## src/rtl/ethernet_frame_rx.sv

```systemverilog
// Ethernet frame receiver: preamble/SFD detection, header capture, payload
// forwarding with FCS and pad stripping, CRC-32 and frame size checking.
module ethernet_frame_rx #(
    parameter logic [7:0] SFD_BYTE  = 8'hAB,
    parameter logic [7:0] PRE_BYTE  = 8'h55,
    parameter int         MIN_FRAME = 64,
    parameter int         MAX_FRAME = 1518
) (
    input  logic        clock,
    input  logic        reset,
    input  logic        rx_valid,
    input  logic [7:0]  rx_data,
    output logic [7:0]  payload_data,
    output logic        payload_valid,
    output logic [47:0] dest_mac,
    output logic [47:0] src_mac,
    output logic [15:0] len_type,
    output logic        frame_done,
    output logic        frame_ok,
    output logic        crc_err,
    output logic        size_err
);
    localparam logic [31:0] CRC_POLY    = 32'hEDB88320;
    localparam logic [31:0] CRC_RESIDUE = 32'hDEBB20E3;
    localparam logic [10:0] MIN_CNT     = 11'(MIN_FRAME);
    localparam logic [10:0] MAX_CNT     = 11'(MAX_FRAME);
    localparam logic [15:0] LEN_MAX     = 16'd1500;

    typedef enum logic [2:0] {
        IDLE, PREAMBLE, MAC_DEST, MAC_SRC, LEN_TYPE, DATA, DROP, DONE
    } state_t;

    state_t      state_reg, state_next;
    logic [10:0] byte_cnt_reg;
    logic [10:0] pay_cnt_reg;
    logic [2:0]  hdr_cnt_reg;
    logic [2:0]  buf_cnt_reg;
    logic [31:0] crc_reg;
    logic [31:0] crc_next;
    logic        oversize_reg;
    logic [47:0] dest_mac_reg, src_mac_reg;
    logic [15:0] len_type_reg;
    logic [7:0]  payload_data_reg;
    logic        payload_valid_reg;
    logic        frame_done_reg, frame_ok_reg, crc_err_reg, size_err_reg;

    logic        sfd_seen;
    logic        hdr_byte;
    logic        hdr_last;
    logic        data_byte;
    logic        oversize_hit;
    logic        emit;
    logic        runt;
    logic        crc_bad;
    logic [7:0]  oldest_byte;

    function automatic logic [31:0] crc_step(input logic [31:0] crc_in, input logic [7:0] data);
        logic [31:0] c;
        c = crc_in ^ {24'd0, data};
        for (int i = 0; i < 8; i++) begin
            c = c[0] ? ((c >> 1) ^ CRC_POLY) : (c >> 1);
        end
        return c;
    endfunction

    always_comb begin
        state_next = state_reg;
        case (state_reg)
            IDLE: begin
                if (rx_valid) state_next = (rx_data == PRE_BYTE) ? PREAMBLE : DROP;
            end
            PREAMBLE: begin
                if (!rx_valid)                  state_next = IDLE;
                else if (rx_data == SFD_BYTE)   state_next = MAC_DEST;
                else if (rx_data != PRE_BYTE)   state_next = DROP;
            end
            MAC_DEST: begin
                if (!rx_valid)     state_next = DONE;
                else if (hdr_last) state_next = MAC_SRC;
            end
            MAC_SRC: begin
                if (!rx_valid)     state_next = DONE;
                else if (hdr_last) state_next = LEN_TYPE;
            end
            LEN_TYPE: begin
                if (!rx_valid)     state_next = DONE;
                else if (hdr_last) state_next = DATA;
            end
            DATA: begin
                if (!rx_valid)                    state_next = DONE;
                else if (byte_cnt_reg == MAX_CNT) state_next = DROP;
            end
            DROP: begin
                if (!rx_valid) state_next = oversize_reg ? DONE : IDLE;
            end
            DONE:    state_next = IDLE;
            default: state_next = IDLE;
        endcase
    end

    assign sfd_seen     = (state_reg == PREAMBLE) && rx_valid && (rx_data == SFD_BYTE);
    assign hdr_byte     = rx_valid && ((state_reg == MAC_DEST) || (state_reg == MAC_SRC) ||
                                       (state_reg == LEN_TYPE));
    assign hdr_last     = (state_reg == LEN_TYPE) ? (hdr_cnt_reg == 3'd1) : (hdr_cnt_reg == 3'd5);
    assign data_byte    = rx_valid && (state_reg == DATA) && (byte_cnt_reg != MAX_CNT);
    assign oversize_hit = rx_valid && (state_reg == DATA) && (byte_cnt_reg == MAX_CNT);
    // Length-coded frames stop emitting once len_type bytes are out; the rest is pad.
    assign emit         = data_byte && (buf_cnt_reg == 3'd4) &&
                          ((len_type_reg > LEN_MAX) || ({5'd0, pay_cnt_reg} < len_type_reg));
    assign crc_next     = crc_step(crc_reg, rx_data);
    assign runt         = byte_cnt_reg < MIN_CNT;
    assign crc_bad      = crc_reg != CRC_RESIDUE;

    // Four-deep shift buffer: the last four DATA bytes of a frame are the FCS.
    genvar gi;
    generate
        for (gi = 0; gi < 4; gi++) begin : g_buf
            logic [7:0] byte_reg;
            if (gi == 0) begin : g_head
                always_ff @(posedge clock) begin
                    if (reset)          byte_reg <= '0;
                    else if (data_byte) byte_reg <= rx_data;
                end
            end else begin : g_tail
                always_ff @(posedge clock) begin
                    if (reset)          byte_reg <= '0;
                    else if (data_byte) byte_reg <= g_buf[gi-1].byte_reg;
                end
            end
        end
    endgenerate
    assign oldest_byte = g_buf[3].byte_reg;

    always_ff @(posedge clock) begin
        if (reset) begin
            state_reg         <= IDLE;
            byte_cnt_reg      <= '0;
            pay_cnt_reg       <= '0;
            hdr_cnt_reg       <= '0;
            buf_cnt_reg       <= '0;
            crc_reg           <= 32'hFFFFFFFF;
            oversize_reg      <= 1'b0;
            dest_mac_reg      <= '0;
            src_mac_reg       <= '0;
            len_type_reg      <= '0;
            payload_data_reg  <= '0;
            payload_valid_reg <= 1'b0;
            frame_done_reg    <= 1'b0;
            frame_ok_reg      <= 1'b0;
            crc_err_reg       <= 1'b0;
            size_err_reg      <= 1'b0;
        end else begin
            state_reg         <= state_next;
            payload_valid_reg <= 1'b0;
            frame_done_reg    <= 1'b0;

            if (sfd_seen) begin
                byte_cnt_reg <= '0;
                pay_cnt_reg  <= '0;
                hdr_cnt_reg  <= '0;
                buf_cnt_reg  <= '0;
                crc_reg      <= 32'hFFFFFFFF;
                oversize_reg <= 1'b0;
            end

            if (hdr_byte) begin
                byte_cnt_reg <= byte_cnt_reg + 11'd1;
                crc_reg      <= crc_next;
                hdr_cnt_reg  <= hdr_last ? 3'd0 : hdr_cnt_reg + 3'd1;
                case (state_reg)
                    MAC_DEST: dest_mac_reg <= {dest_mac_reg[39:0], rx_data};
                    MAC_SRC:  src_mac_reg  <= {src_mac_reg[39:0], rx_data};
                    default:  len_type_reg <= {len_type_reg[7:0], rx_data};
                endcase
            end

            if (data_byte) begin
                byte_cnt_reg <= byte_cnt_reg + 11'd1;
                crc_reg      <= crc_next;
                if (buf_cnt_reg != 3'd4) buf_cnt_reg <= buf_cnt_reg + 3'd1;
            end

            if (emit) begin
                payload_data_reg  <= oldest_byte;
                payload_valid_reg <= 1'b1;
                pay_cnt_reg       <= pay_cnt_reg + 11'd1;
            end

            if (oversize_hit) oversize_reg <= 1'b1;

            // Status is latched on entry to DONE so frame_done is high during DONE.
            if (state_next == DONE) begin
                frame_done_reg <= 1'b1;
                size_err_reg   <= oversize_reg | runt;
                crc_err_reg    <= ~(oversize_reg | runt) & crc_bad;
                frame_ok_reg   <= ~(oversize_reg | runt) & ~crc_bad;
            end

            if (state_reg == DONE) oversize_reg <= 1'b0;
        end
    end

    assign payload_data  = payload_data_reg;
    assign payload_valid = payload_valid_reg;
    assign dest_mac      = dest_mac_reg;
    assign src_mac       = src_mac_reg;
    assign len_type      = len_type_reg;
    assign frame_done    = frame_done_reg;
    assign frame_ok      = frame_ok_reg;
    assign crc_err       = crc_err_reg;
    assign size_err      = size_err_reg;
endmodule

```

## config.mk

```make
export PLATFORM = sky130hd
export DESIGN_NAME = ethernet_frame_rx
export DESIGN_NICKNAME = d
export VERILOG_FILES = /design/src/rtl/ethernet_frame_rx.sv
export SDC_FILE = /design/constraint.sdc
export NUM_CORES = 1
export LEC_CHECK = 0
export CAP_MARGIN = 20
export CORE_ASPECT_RATIO = 1.2
export CORE_UTILIZATION = 39
export DETAILED_ROUTE_END_ITERATION = 16
export HOLD_SLACK_MARGIN = 0.03
export PLACE_DENSITY_LB_ADDON = 0.12
export SYNTH_ARGS = -nofsm -noshare
export SYNTH_HDL_FRONTEND = slang
export SYNTH_SLANG_ARGS = --single-unit
```

## constraint.sdc

```tcl
create_clock -name clock -period 2.4 [get_ports clock]
set_clock_uncertainty 0.1 [all_clocks]
set_input_delay 0.48 -clock clock [delete_from_list [all_inputs] [get_ports clock]]
set_output_delay 0.48 -clock clock [all_outputs]
set_load 0.02 [all_outputs]
```

== Yosys cells after proc, flatten, opt, wreduce, memory -nomap -nowiden ==
Cells that the tools add are included.

* Logic and storage cells: 123
* Register bits after elaboration: 221

* Equality and inequality tests: 18
* Reduce and logical (&&, ||, !) cells: 21
* Bitwise operators: 15
* Mux-type cells: 42
* Add/sub/neg operators: 4
* Order comparisons: 3

{| class="wikitable"
|+ Operator list
! operator !! count
|-
| $mux 32 || 11
|-
| $not 13->14 || 8
|-
| $mux 3 || 21
|-
| $mux 11 || 4
|-
| $ne 32x32->1 const B || 1
|-
| $xor 32x8->32 || 1
|-
| $pmux 3 s8 || 1
|-
| $add 11x1->11 const B || 2
|-
| $eq 3x3->1 const B || 7
|-
| $gt 16x11->1 const B || 1
|-
| $lt 11x16->1 || 1
|-
| $eq 11x11->1 const B || 1
|-
| $lt 11x7->1 const B || 1
|-
| $ne 11x11->1 const B || 1
|-
| $eq 8x7->1 const B || 1
|-
| $eq 8x8->1 const B || 1
|-
| $logic_and 1x1->1 || 8
|-
| $ne 8x7->1 const B || 1
|-
| $add 3x1->3 const B || 2
|-
| $eq 3x1->1 const B || 2
|-
| $eq 3x2->1 const B || 2
|-
| $reduce_and 2->1 || 3
|-
| $reduce_bool 2->1 || 3
|-
| $mux 1 || 5
|-
| other kinds (8) || 14
|}

== Depth between registers and ports, before layout ==
Gate-level depths: netlist of run 1.

* Word-level depth: 19
* Gate-level depth with buffers: 11
* Gate-level depth less buffers: 10

== Worst setup path before layout of run 1 ==
No wires, ideal clock.

* Kind: input-to-reg
* Start point: in rx_data[1]
* End point: reg frame_ok_reg (netlist: frame_ok)
* Buffers on the path: 2
* Data required time: 2.233 ns
* Stages: 9
* Setup slack: -0.166 ns
* Data arrival time: 2.399 ns
* Cells stage by stage: clkbuf_1 nand4bb_1 nor2_2 a2111oi_0 a21oi_1 or4b_1 buf_2 or3_1 a21oi_2

* Cells in the longest elaborated chain, start to end: 6

{| class="wikitable"
|+ RTL lines
! what !! RTL line !! text
|-
| start, declared || 12 || <nowiki>input logic [7:0] rx_data,</nowiki>
|-
| $ne 8x7->1 || 75 || <nowiki>else if (rx_data != PRE_BYTE) state_next = DROP;</nowiki>
|-
| $mux 3 || 75 ||
|-
| $mux 3 || 74 || <nowiki>else if (rx_data == SFD_BYTE) state_next = MAC_DEST;</nowiki>
|-
| $mux 3 || 73 || <nowiki>if (!rx_valid) state_next = IDLE;</nowiki>
|-
| $pmux 3 s8 * || 68 || <nowiki>case (state_reg)</nowiki>
|-
| $eq 3x3->1 * || 192 || <nowiki>if (state_next == DONE) begin</nowiki>
|-
| end signal, assigned || 196 || <nowiki>frame_ok_reg <= ~(oversize_reg | runt) & ~crc_bad;</nowiki>
|-
| end, declared || 45 || <nowiki>logic frame_done_reg, frame_ok_reg, crc_err_reg, size_err_reg;</nowiki>
|}

Every way passes the cells marked *; elsewhere a longest branch is shown, timed or not.
A chain may end at the register's enable or synchronous reset.

== Worst setup path in the final report of run 1 ==
* Start point: reg byte_cnt_reg[0]
* End point: reg frame_ok_reg (netlist: frame_ok)

* Cells in the longest elaborated chain, start to end: 5

{| class="wikitable"
|+ RTL lines
! what !! RTL line !! text
|-
| start, declared || 34 || <nowiki>logic [10:0] byte_cnt_reg;</nowiki>
|-
| start signal, assigned || 167 || <nowiki>byte_cnt_reg <= byte_cnt_reg + 11'd1;</nowiki>
|-
| start signal, assigned || 178 || <nowiki>byte_cnt_reg <= byte_cnt_reg + 11'd1;</nowiki>
|-
| $eq 11x11->1 || 91 || <nowiki>else if (byte_cnt_reg == MAX_CNT) state_next = DROP;</nowiki>
|-
| $mux 3 || 91 ||
|-
| $mux 3 || 90 || <nowiki>if (!rx_valid) state_next = DONE;</nowiki>
|-
| $pmux 3 s8 || 68 ||
|-
| $eq 3x3->1 || 192 ||
|}

Several ways; a longest one is shown, not always the timed one.

==> out/metrics.yaml, run 1 <==
rsz0062_at_grt: "true"
area_growth_pct: 34.80
crit_fanout: 2
worstReg2RegStart: "byte_cnt_reg[0]"
power.density_mw_per_mm2: 994.3
ys_seq_elements: 221
worstSetupPathType: "register to register"
final_common_cell: "nand2_1"
outcome: "complete, no violations"
synth-edff-count: 0
slew_headroom_pct: 57.89
hold_class: "primary input to register"
post-route-min-period_ns: 2.322
die-area_mm2: 0.02486
irDropWorstVdd_v: 0.0008586
drive_above_1_share_pct: 12.81
cts.sink_count: 221
num_rows: 62
ys.flop_type: "dfxtp_1"
clkTransAtPathRegs_ns: 0.06
fmax_mhz: 430.6
critPathTopFamily: "simple AND/OR/NAND/NOR gates"
r2r.worst_path.cells: 9
cp-start-kind: "register"
worst_setup_path_end_kind: "register"
cpPeakStageDelay_ns: 0.50
core_region_area_mm2: 0.02389
setup_viol: 0
grt_usage_pct: 20.42
grt_max_degree: 121
die_w_um: 144.1
io_pins: 136
ant_nets: 0
fin_cells: 1718
p_leak_nw: 4.581
slew_viol_final: 0
arrival_ns: 2.67
first_pass_iters: 5
crit_end: "frame_ok"
yosysSeqAreaShare_pct: 46.81
worstSetupStartpoint: "byte_cnt_reg[0]"
cp_slowest_cell: "or4b_4"
rrSetupSlack_ns: 0.08
max_cap_viol_count: 0
drtIter0Drc: 581
cts_tree: "yes"
fp.dieH_um: 172.5
hold_viol: 0
syn_nets: 1209
ctsHoldBuffers: 0
post_drt_wl_per_cell_um: 14.67
required_ns: 2.75
grt_pass1_vias: 7888
syn-instance-count: 1183
layout_common_cells: "nand2_1 (336), dfxtp_1 (219), a21oi_1 (178), clkdlybuf4s50_1 (134), buf_4 (100)"
netlist_area_mm2: 0.009452
worst_pin_slew_ns: 0.6301
yosysUniqueCellTypes: 67
async_flop_share_pct: 0
wl_um: 25210
clk_latency_ns: 0.53
dp_hpwl_um: 17540
syn_area_per_cell_um2: 7.989
ys_warn_count: 0
h-tree-depth: 1
placed_cells_incl_taps: 1673
portBuffers: 135
grt_overflow: 0
cts_root_buffer: "clkbuf_16"
vias_per_cell: 4.908
fin_util_pct: 53.33
hold_slack_ns: 0.2021
path_cells: "inv_2, ha_4, nand4bb_1, or3_4, nor2_1, a2111oi_1, or4b_4, or3_1, a21oi_2"
grt_pass1_wl_um: 40940
drc: 0
finalCritPeriodShare_pct: 96.75
r2r_end: "frame_ok"
vias: 8432
start_util_pct: 39.56
nets: 1405
cts.path.max_buffers: 3
cp.depth: 9
antenna_found_initial: 1
timing.final.ws_setup_ns: 0.07791
gp_congestion: 0.8736
place_ws_ns: -0.5308
cts_made_buffers: 24
critPathBufInv: 1
==> cells in the mapped netlist, types with 6 or more instances <==
| master | number | area share, % |
|---|---|---|
| nand2_1 | 337 | 13 |
| and3_1 | 12 | 0.79 |
| a21oi_1 | 179 | 9.5 |
| o21ai_0 | 34 | 1.8 |
| o211ai_1 | 26 | 2.1 |
| nand4_1 | 9 | 0.60 |
| nor3_1 | 16 | 0.85 |
| inv_1 | 21 | 0.83 |
| nor2_1 | 48 | 1.9 |
| nand3_1 | 18 | 0.95 |
| dfxtp_1 | 221 | 47 |
| clkbuf_1 | 67 | 2.7 |
| xnor2_1 | 51 | 4.7 |
| ha_1 | 15 | 2.0 |
| nand2b_1 | 7 | 0.46 |
| and2_1 | 6 | 0.40 |
| xor2_1 | 27 | 2.5 |
==> worst min path at each step <==
stage                          from                   end  cells after the start
2_1_floorplan  g_buf[0].byte_reg[0]  g_buf[1].byte_reg[0]                      2
3_3_place_gp   g_buf[0].byte_reg[7]  g_buf[1].byte_reg[7]                      2
3_5_place_dp   g_buf[0].byte_reg[7]  g_buf[1].byte_reg[7]                      2
4_1_cts                       reset        buf_cnt_reg[0]                      2
5_1_grt                       reset       payload_data[5]                      2
6_report                      reset       payload_data[0]                      2
==> metrics by stage <==
| stage | cell area, um2 | TNS [ns] | power, mW |
|---|---|---|---|
| floorplan | 9489 | -0.05864 | 7.199 |
| global placement | 11880 | -14.51 | 9.002 |
| detailed placement | 11880 | -14.31 | 9.014 |
| CTS | 12700 | 0 | 12.78 |
| global route | 12740 | -0.08166 | 13.41 |
| finish | 12740 | 0 | 12.67 |
==> per-layer routing <==
layer / track usage (%) / share of wire (%) / wire (um) / vias up
li1: - / - / - / 4367
met1: 26.48 / 44 / 11080 / 3888
met2: 35.10 / 50 / 12680 / 147
met3: 2.631 / 3.9 / 994 / 30
met4: 5.674 / 1.8 / 461 / 0
met5: 0 / 0 / 0 / -
==> timing repair <==
action                     4_1_cts  5_1_grt
pin swaps                        3        1
buffers inserted                 1        0
resized for setup                5        9
setup endpoints to repair        3       45
hold endpoints to repair         0        0
==> logic make-up (layout without fill, tap and decap cells) <==
kind of cell	count (synthesis)	count (layout)	synth area share, %
compound gates	272	272	16.20
fa+ha+maj	15	15	1.986
mux	3	3	0.3177
simple gates	495	495	23.07
xor+xnor	81	81	7.744
flops	221	221	46.81
other cells	0	1	0
buf+inv	96	310	3.865
==> power by group <==
part	internal (mW)	total [mW]	switching [mW]
logic	2.29	4.66	2.37
registers	3.99	4.29	0.302
clock network	2.20	3.72	1.52
==> worst reg2reg max path, delay by kind of cell (launching register included) <==
family                   cells  cell delay, ns
AO/OA/AOI/OAI                2            0.18
adder cells (fa/ha/maj)      1            0.12
buffers and inverters        1            0.07
flip-flops                   1            0.32
AND/OR/NAND/NOR              5            1.46
==> layout make-up <==
cell class / count / area (um2)
antenna: 1 / 2.502
clock buffer: 35 / 721.9
clock inverter: 9 / 91.34
fill: 2365 / 11150
inverter: 22 / 82.58
multi-input combinational: 866 / 4741
sequential: 221 / 4427
tap: 320 / 400.4
timing repair buffer: 244 / 2275
Note: power is estimated with default switching activity, not from simulation.
==> run 2, diff against run 1 <==
--- a/config.mk
+++ b/config.mk
@@ -7,6 +7,7 @@
 export LEC_CHECK = 0
 export CAP_MARGIN = 20
 export CORE_ASPECT_RATIO = 1.2
+export CORE_MARGIN = 8
 export CORE_UTILIZATION = 39
 export DETAILED_ROUTE_END_ITERATION = 16
 export HOLD_SLACK_MARGIN = 0.03
==> constraint.sdc (replaced) <==
create_clock -name clock -period 2.7 [get_ports clock]
set_clock_uncertainty 0.1 [all_clocks]
set_input_delay 0.54 -clock clock [delete_from_list [all_inputs] [get_ports clock]]
set_output_delay 0.54 -clock clock [all_outputs]
set_load 0.02 [all_outputs]
==> out/metrics.yaml, run 2 (same netlist as run 1, synthesis figures left out) <==
outcome: "complete, no violations"  # unchanged
power.density_mw_per_mm2: 881.6  # was 994.3 mW/mm2
placed_cells_incl_taps: 1634  # was 1,673
drive_above_1_share_pct: 9.668  # was 12.81%
core_region_area_mm2: 0.02389  # unchanged
grt_overflow: 0  # unchanged
setup_viol: 0  # unchanged
p_leak_nw: 4.338  # was 4.581 nW
required_ns: 3.05  # was 2.75 ns
h-tree-depth: 1  # unchanged
dp_hpwl_um: 18410  # was 17,540 um
diodes: 0  # was 1
vias_per_cell: 4.988  # was 4.908
clk_latency_ns: 0.51  # was 0.53 ns
seq_power_share_pct: 35.3  # was 33.9%
drc: 0  # unchanged
die-area_mm2: 0.02949  # was 0.02486 mm2
post-route-min-period_ns: 2.600  # was 2.322 ns
max_cap_viol_count: 0  # unchanged
slew_headroom_pct: 56.94  # was 57.89%
num_rows: 62  # unchanged
p_int_mw: 7.250  # was 8.478 mW
hold_viol: 0  # unchanged
clkTransAtPathRegs_ns: 0.06  # about the same
p_clk_share_pct: 29.8  # was 29.4%
fp.dieH_um: 186.5  # was 172.5 um
hold_class: "primary input to register"  # unchanged
worst_setup_path_end_kind: "register"  # unchanged
p_sw_share_pct: 33.33  # was 33.08%
fmax_mhz: 384.7  # was 430.6 MHz
postPlaceCellArea_mm2: 0.01152  # was 0.01188 mm2
die_w_um: 158.1  # was 144.1 um
antenna_found_initial: 0  # was 1
area_growth_pct: 30.51  # was 34.80%
finalCritPeriodShare_pct: 96.28  # was 96.75%
portBuffers: 135  # unchanged
hold_depth: 2  # unchanged
slew_viol_final: 0  # unchanged
io_pins: 136  # unchanged
p_switching_mw: 3.625  # was 4.190 mW
grt_pass1_vias: 7837  # was 7,888
crit_fanout: 3  # was 2
cts.path.max_buffers: 3  # unchanged
cts_made_buffers: 24  # unchanged
ctsHoldBuffers: 0  # unchanged
cts_root_buffer: "clkbuf_16"  # unchanged
layout_common_cells: "nand2_1 (337), dfxtp_1 (218), a21oi_1 (179), clkdlybuf4s50_1 (134), buf_4 (65)"  # was nand2_1 (336), dfxtp_1 (219), a21oi_1 (178), clkdlybuf4s50_1 (134), buf_4 (100)
wl_um: 26290  # was 25,210 um
post_drt_wl_per_cell_um: 15.69  # was 14.67 um
drtIter0Drc: 509  # was 581
final_common_cell: "nand2_1"  # unchanged
irDropWorstVdd_v: 0.0004878  # was 0.0008586 V
worstSetupPathType: "register to register"  # unchanged
nets: 1366  # was 1,405
grt_max_degree: 101  # was 121
cts_tree: "yes"  # unchanged
first_pass_iters: 4  # was 5
cts.sink_count: 221  # unchanged
arrival_ns: 2.95  # was 2.67 ns
cp-start-kind: "register"  # unchanged
fin_cells: 1675  # was 1,718
start_util_pct: 39.56  # unchanged
grt_usage_pct: 17.45  # was 20.42%
gp_congestion: 0.8431  # was 0.8736
r2r.worst_path.cells: 9  # unchanged
vias: 8355  # was 8,432
comb_power_share_pct: 34.9  # was 36.8%
final_cell_area_mm2: 0.01234  # was 0.01274 mm2
grt_pass1_wl_um: 42410  # was 40,940 um
ant_nets: 0  # unchanged
worst_pin_slew_ns: 0.6443  # was 0.6301 ns
[run 2: cell count changes in the layout (fill, tap and decap cells not counted), sizes merged]
cell,change
buf,-39
clkinvlp,-4
bufinv,+1
clkbuf,+1
clkinv,-1
diode,-1
[run 2: worst max-delay path: stages, from the launching register on]
cell and delay, ns:
dfxtp_2 0.33, inv_2 0.06, ha_1 0.15, nand4bb_1 0.14, or3_4 0.44, nor2_4 0.13, a2111oi_1 0.07, or4b_1 0.57
or3_4 0.41, a21oi_2 0.13
[run 2: metrics by stage]
| step | worst slack (ns) | hold WS [ns] | util [%] | setup TNS [ns] | power [mW] |
|---|---|---|---|---|---|
| after floorplan | 0.07373 | 0.3321 | - | 0 | 6.385 |
| after detailed placement | -0.4065 | 0.3436 | 48.22 | -3.831 | 7.672 |
| after global placement | -0.4281 | 0.3391 | 48.22 | -3.203 | 7.666 |
| after global routing | -0.01400 | 0.2647 | 51.63 | -0.01400 | 11.53 |
| final | 0.1005 | 0.2693 | 51.63 | 0 | 10.88 |
| after CTS | 0.09939 | 0.2577 | 51.49 | 0 | 10.97 |
[run 2: final cells by class]
cell class | count | area [um2]
tap | 320 | 400.4
multi-input combinational | 866 | 4702
timing repair buffer | 205 | 1941
clock inverter | 5 | 86.33
clock buffer | 36 | 695.7
sequential | 221 | 4428
fill | 2406 | 11560
inverter | 22 | 82.58
[run 2: final timing paths]
check / startpoint / end / slack [ns]
min reg2reg: src_mac[43] / src_mac[43] / 0.35
min: reset / byte_cnt_reg[0] / 0.27
max reg2reg: byte_cnt_reg[0] / frame_ok / 0.10
max: byte_cnt_reg[0] / frame_ok / 0.10
[run 2: per-layer routing]
metal | track usage, % | vias up | wire length (um)
met2 | 30.81 | 134 | 13520
met1 | 21.36 | 3905 | 11180
met3 | 2.473 | 31 | 1067
met5 | 0 | - | 0
li1 | - | 4285 | -
met4 | 5.124 | 0 | 518
[run 2: timing repair]
action	4_1_cts	5_1_grt
setup buffers	0	0
setup endpoints to repair	0	4
gates resized for setup	0	12
[run 2: power by group through the flow]
| stage | clock network, mW | logic, mW | registers [mW] |
|---|---|---|---|
| 5_1_grt | 3.47 | 4.18 | 3.88 |
| 3_3_place_gp | 0 | 3.76 | 3.91 |
| 3_5_place_dp | 0 | 3.76 | 3.91 |
| 6_report | 3.24 | 3.80 | 3.84 |
| 4_1_cts | 3.33 | 3.80 | 3.84 |
| 2_1_floorplan | 0 | 2.51 | 3.87 |
==> run 3, diff against run 2 <==
--- a/config.mk
+++ b/config.mk
@@ -8,7 +8,7 @@
 export CAP_MARGIN = 20
 export CORE_ASPECT_RATIO = 1.2
 export CORE_MARGIN = 8
-export CORE_UTILIZATION = 39
+export CORE_UTILIZATION = 55
 export DETAILED_ROUTE_END_ITERATION = 16
 export HOLD_SLACK_MARGIN = 0.03
 export PLACE_DENSITY_LB_ADDON = 0.12
==> out/metrics.yaml, run 3 (same netlist as run 1, synthesis figures left out) <==
outcome: "complete, no violations"  # unchanged
fin_setup_tns_ns: 0  # unchanged
io_pins: 136  # unchanged
slew_headroom_pct: 51.44  # was 56.94%
worst_setup_path_end_kind: "register"  # unchanged
p_switching_mw: 3.552  # was 3.625 mW
fp.dieH_um: 159.6  # was 186.5 um
num_rows: 52  # was 62
area_growth_pct: 27.77  # was 30.51%
r2r.worst_path.cells: 9  # unchanged
cts.sink_count: 221  # unchanged
clkTransAtPathRegs_ns: 0.06  # about the same
vias_per_cell: 5.398  # was 4.988
power.density_mw_per_mm2: 879.5  # was 881.6 mW/mm2
die_w_um: 135.7  # was 158.1 um
nets: 1358  # was 1,366
worstReg2RegStart: "byte_cnt_reg[0]"  # unchanged
required_ns: 3.04  # was 3.05 ns
rrSetupSlack_ns: 0.15  # was 0.10 ns
p_clk_share_pct: 29.4  # was 29.8%
cp-start-kind: "register"  # unchanged
grt_pass1_wl_um: 40530  # was 42,410 um
p_sw_share_pct: 33.44  # was 33.33%
cts_setup_buffers: 0  # unchanged
crit_fanout: 3  # unchanged
grt_usage_pct: 22.46  # was 17.45%
gp_congestion: 0.8991  # was 0.8431
post_drt_wl_per_cell_um: 15.84  # was 15.69 um
slew_viol_final: 0  # unchanged
irDropWorstVdd_v: 0.0008657  # was 0.0004878 V
hold_end: "frame_ok"  # was byte_cnt_reg[0]
first_pass_iters: 5  # was 4
drtIter0Drc: 645  # was 509
cts.path.max_buffers: 3  # unchanged
wl_um: 24790  # was 26,290 um
dp_hpwl_um: 17080  # was 18,410 um
portBuffers: 135  # unchanged
final_cell_area_mm2: 0.01208  # was 0.01234 mm2
ctsResizeCount: 0  # unchanged
hold_viol: 0  # unchanged
p_int_mw: 7.070  # was 7.250 mW
seq_power_share_pct: 36.0  # was 35.3%
start_util_pct: 56.09  # was 39.56%
cp_slowest_cell: "or4b_1"  # unchanged
ant_nets: 0  # unchanged
grt_overflow: 0  # unchanged
postPlaceCellArea_mm2: 0.01132  # was 0.01152 mm2
max_cap_viol_count: 0  # unchanged
grt_pass1_vias: 8022  # was 7,837
layout_common_cells: "nand2_1 (337), dfxtp_1 (221), a21oi_1 (179), clkdlybuf4s50_1 (134), buf_4 (59)"  # was nand2_1 (337), dfxtp_1 (218), a21oi_1 (179), clkdlybuf4s50_1 (134), buf_4 (65)
r2r_end: "frame_ok"  # unchanged
antenna_found_initial: 1  # was 0
cpPeakStageDelay_ns: 0.50  # was 0.57 ns
drc: 0  # unchanged
rsz0062_at_grt: "false"
drive_above_1_share_pct: 8.754  # was 9.668%
min_from: "reset"  # unchanged
crit_top_cell: "or3_1"  # was or3_4
core_region_area_mm2: 0.01685  # was 0.02389 mm2
cts_tree: "yes"  # unchanged
cts_made_buffers: 23  # was 24
h-tree-depth: 1  # unchanged
worstSetupPathType: "register to register"  # unchanged
setup_viol: 0  # unchanged
grt_max_degree: 123  # was 101
vias: 8448  # was 8,355
path_cells: "inv_1, ha_1, nand4bb_1, or3_1, nor2_1, a2111oi_0, or4b_1, or3_1, a21oi_2"  # was inv_2, ha_1, nand4bb_1, or3_4, nor2_4, a2111oi_1, or4b_1, or3_4, a21oi_2
fin_cells: 1565  # was 1,675
hold_class: "primary input to register"  # unchanged
hold_depth: 2  # unchanged
final_common_cell: "nand2_1"  # unchanged
comb_power_share_pct: 34.6  # was 34.9%
finalCritPeriodShare_pct: 94.35  # was 96.28%
arrival_ns: 2.89  # was 2.95 ns
post-route-min-period_ns: 2.547  # was 2.600 ns
placed_cells_incl_taps: 1523  # was 1,634
cts_root_buffer: "clkbuf_16"  # unchanged
ctsHoldBuffers: 0  # unchanged
clk_latency_ns: 0.51  # about the same
fmax_mhz: 392.6  # was 384.7 MHz
p_leak_nw: 4.293  # was 4.338 nW
worst_pin_slew_ns: 0.7208  # was 0.6443 ns
die-area_mm2: 0.02165  # was 0.02949 mm2
[run 3: changes by cell type in the layout (fill, tap and decap cells not counted), sizes merged]
cell,delta
inv,+1
diode,+1
clkinv,+4
clkbuf,-5
buf,-7
[run 3: cell type report]
type                            instances  area (um2)
Antenna cell                            1       2.502
Clock buffer                           31       645.6
Clock inverter                         10       103.9
Fill cell                            1341        4775
Inverter                               22       82.58
Multi-Input combinational cell        866        4672
Sequential cell                       221        4424
Tap cell                              216       270.3
Timing Repair Buffer                  198        1876
[run 3: per-stage QoR]
stage	hold slack [ns]	setup slack, ns	util [%]	total power [mW]
global route	0.2767	0.03557	71.67	11.21
CTS	0.2487	0.1612	71.65	10.67
detailed placement	0.3451	-0.3228	67.20	7.493
finish	0.2601	0.1526	71.67	10.62
floorplan	0.3321	0.07373	-	6.385
global placement	0.3391	-0.2872	67.20	7.461
[run 3: worst max-delay path by stage]
stage	startpoint	to	slack, ns	depth (start not counted)
4_1_cts	byte_cnt_reg[0]	frame_ok	0.16	9
5_1_grt	byte_cnt_reg[0]	frame_ok	0.04	9
6_report	byte_cnt_reg[0]	frame_ok	0.15	9
2_1_floorplan	rx_data[1]	frame_ok	0.07	9
3_5_place_dp	rx_data[0]	frame_ok	-0.32	8
3_3_place_gp	rx_data[0]	frame_ok	-0.29	8
[run 3: critical path, delay by kind of cell (launching register included)]
family                     cells  cell delay [ns]
and+or+nand+nor                5             1.58
DFF                            1             0.32
AOI/OAI and AO/OA              2             0.23
adders and majority gates      1             0.15
buffers and inverters          1             0.09
[run 3: power groups by stage]
stage                     sequential, mW  clock, mW  combinational, mW
after floorplan                     3.87          0               2.51
after global placement              3.89          0               3.57
after detailed placement            3.90          0               3.59
after CTS                           3.83       3.19               3.65
after global routing                3.87       3.33               4.01
final                               3.83       3.12               3.67
[run 3: metal layers]
layer  vias to the layer above  global-route usage, %  part of all wire (%)
met3                        49                  3.977                   5.6
met5                         -                      0                     0
met1                      3893                  27.12                    42
li1                       4267                      -                     -
met4                         0                  7.992                   2.7
met2                       239                  38.70                    50
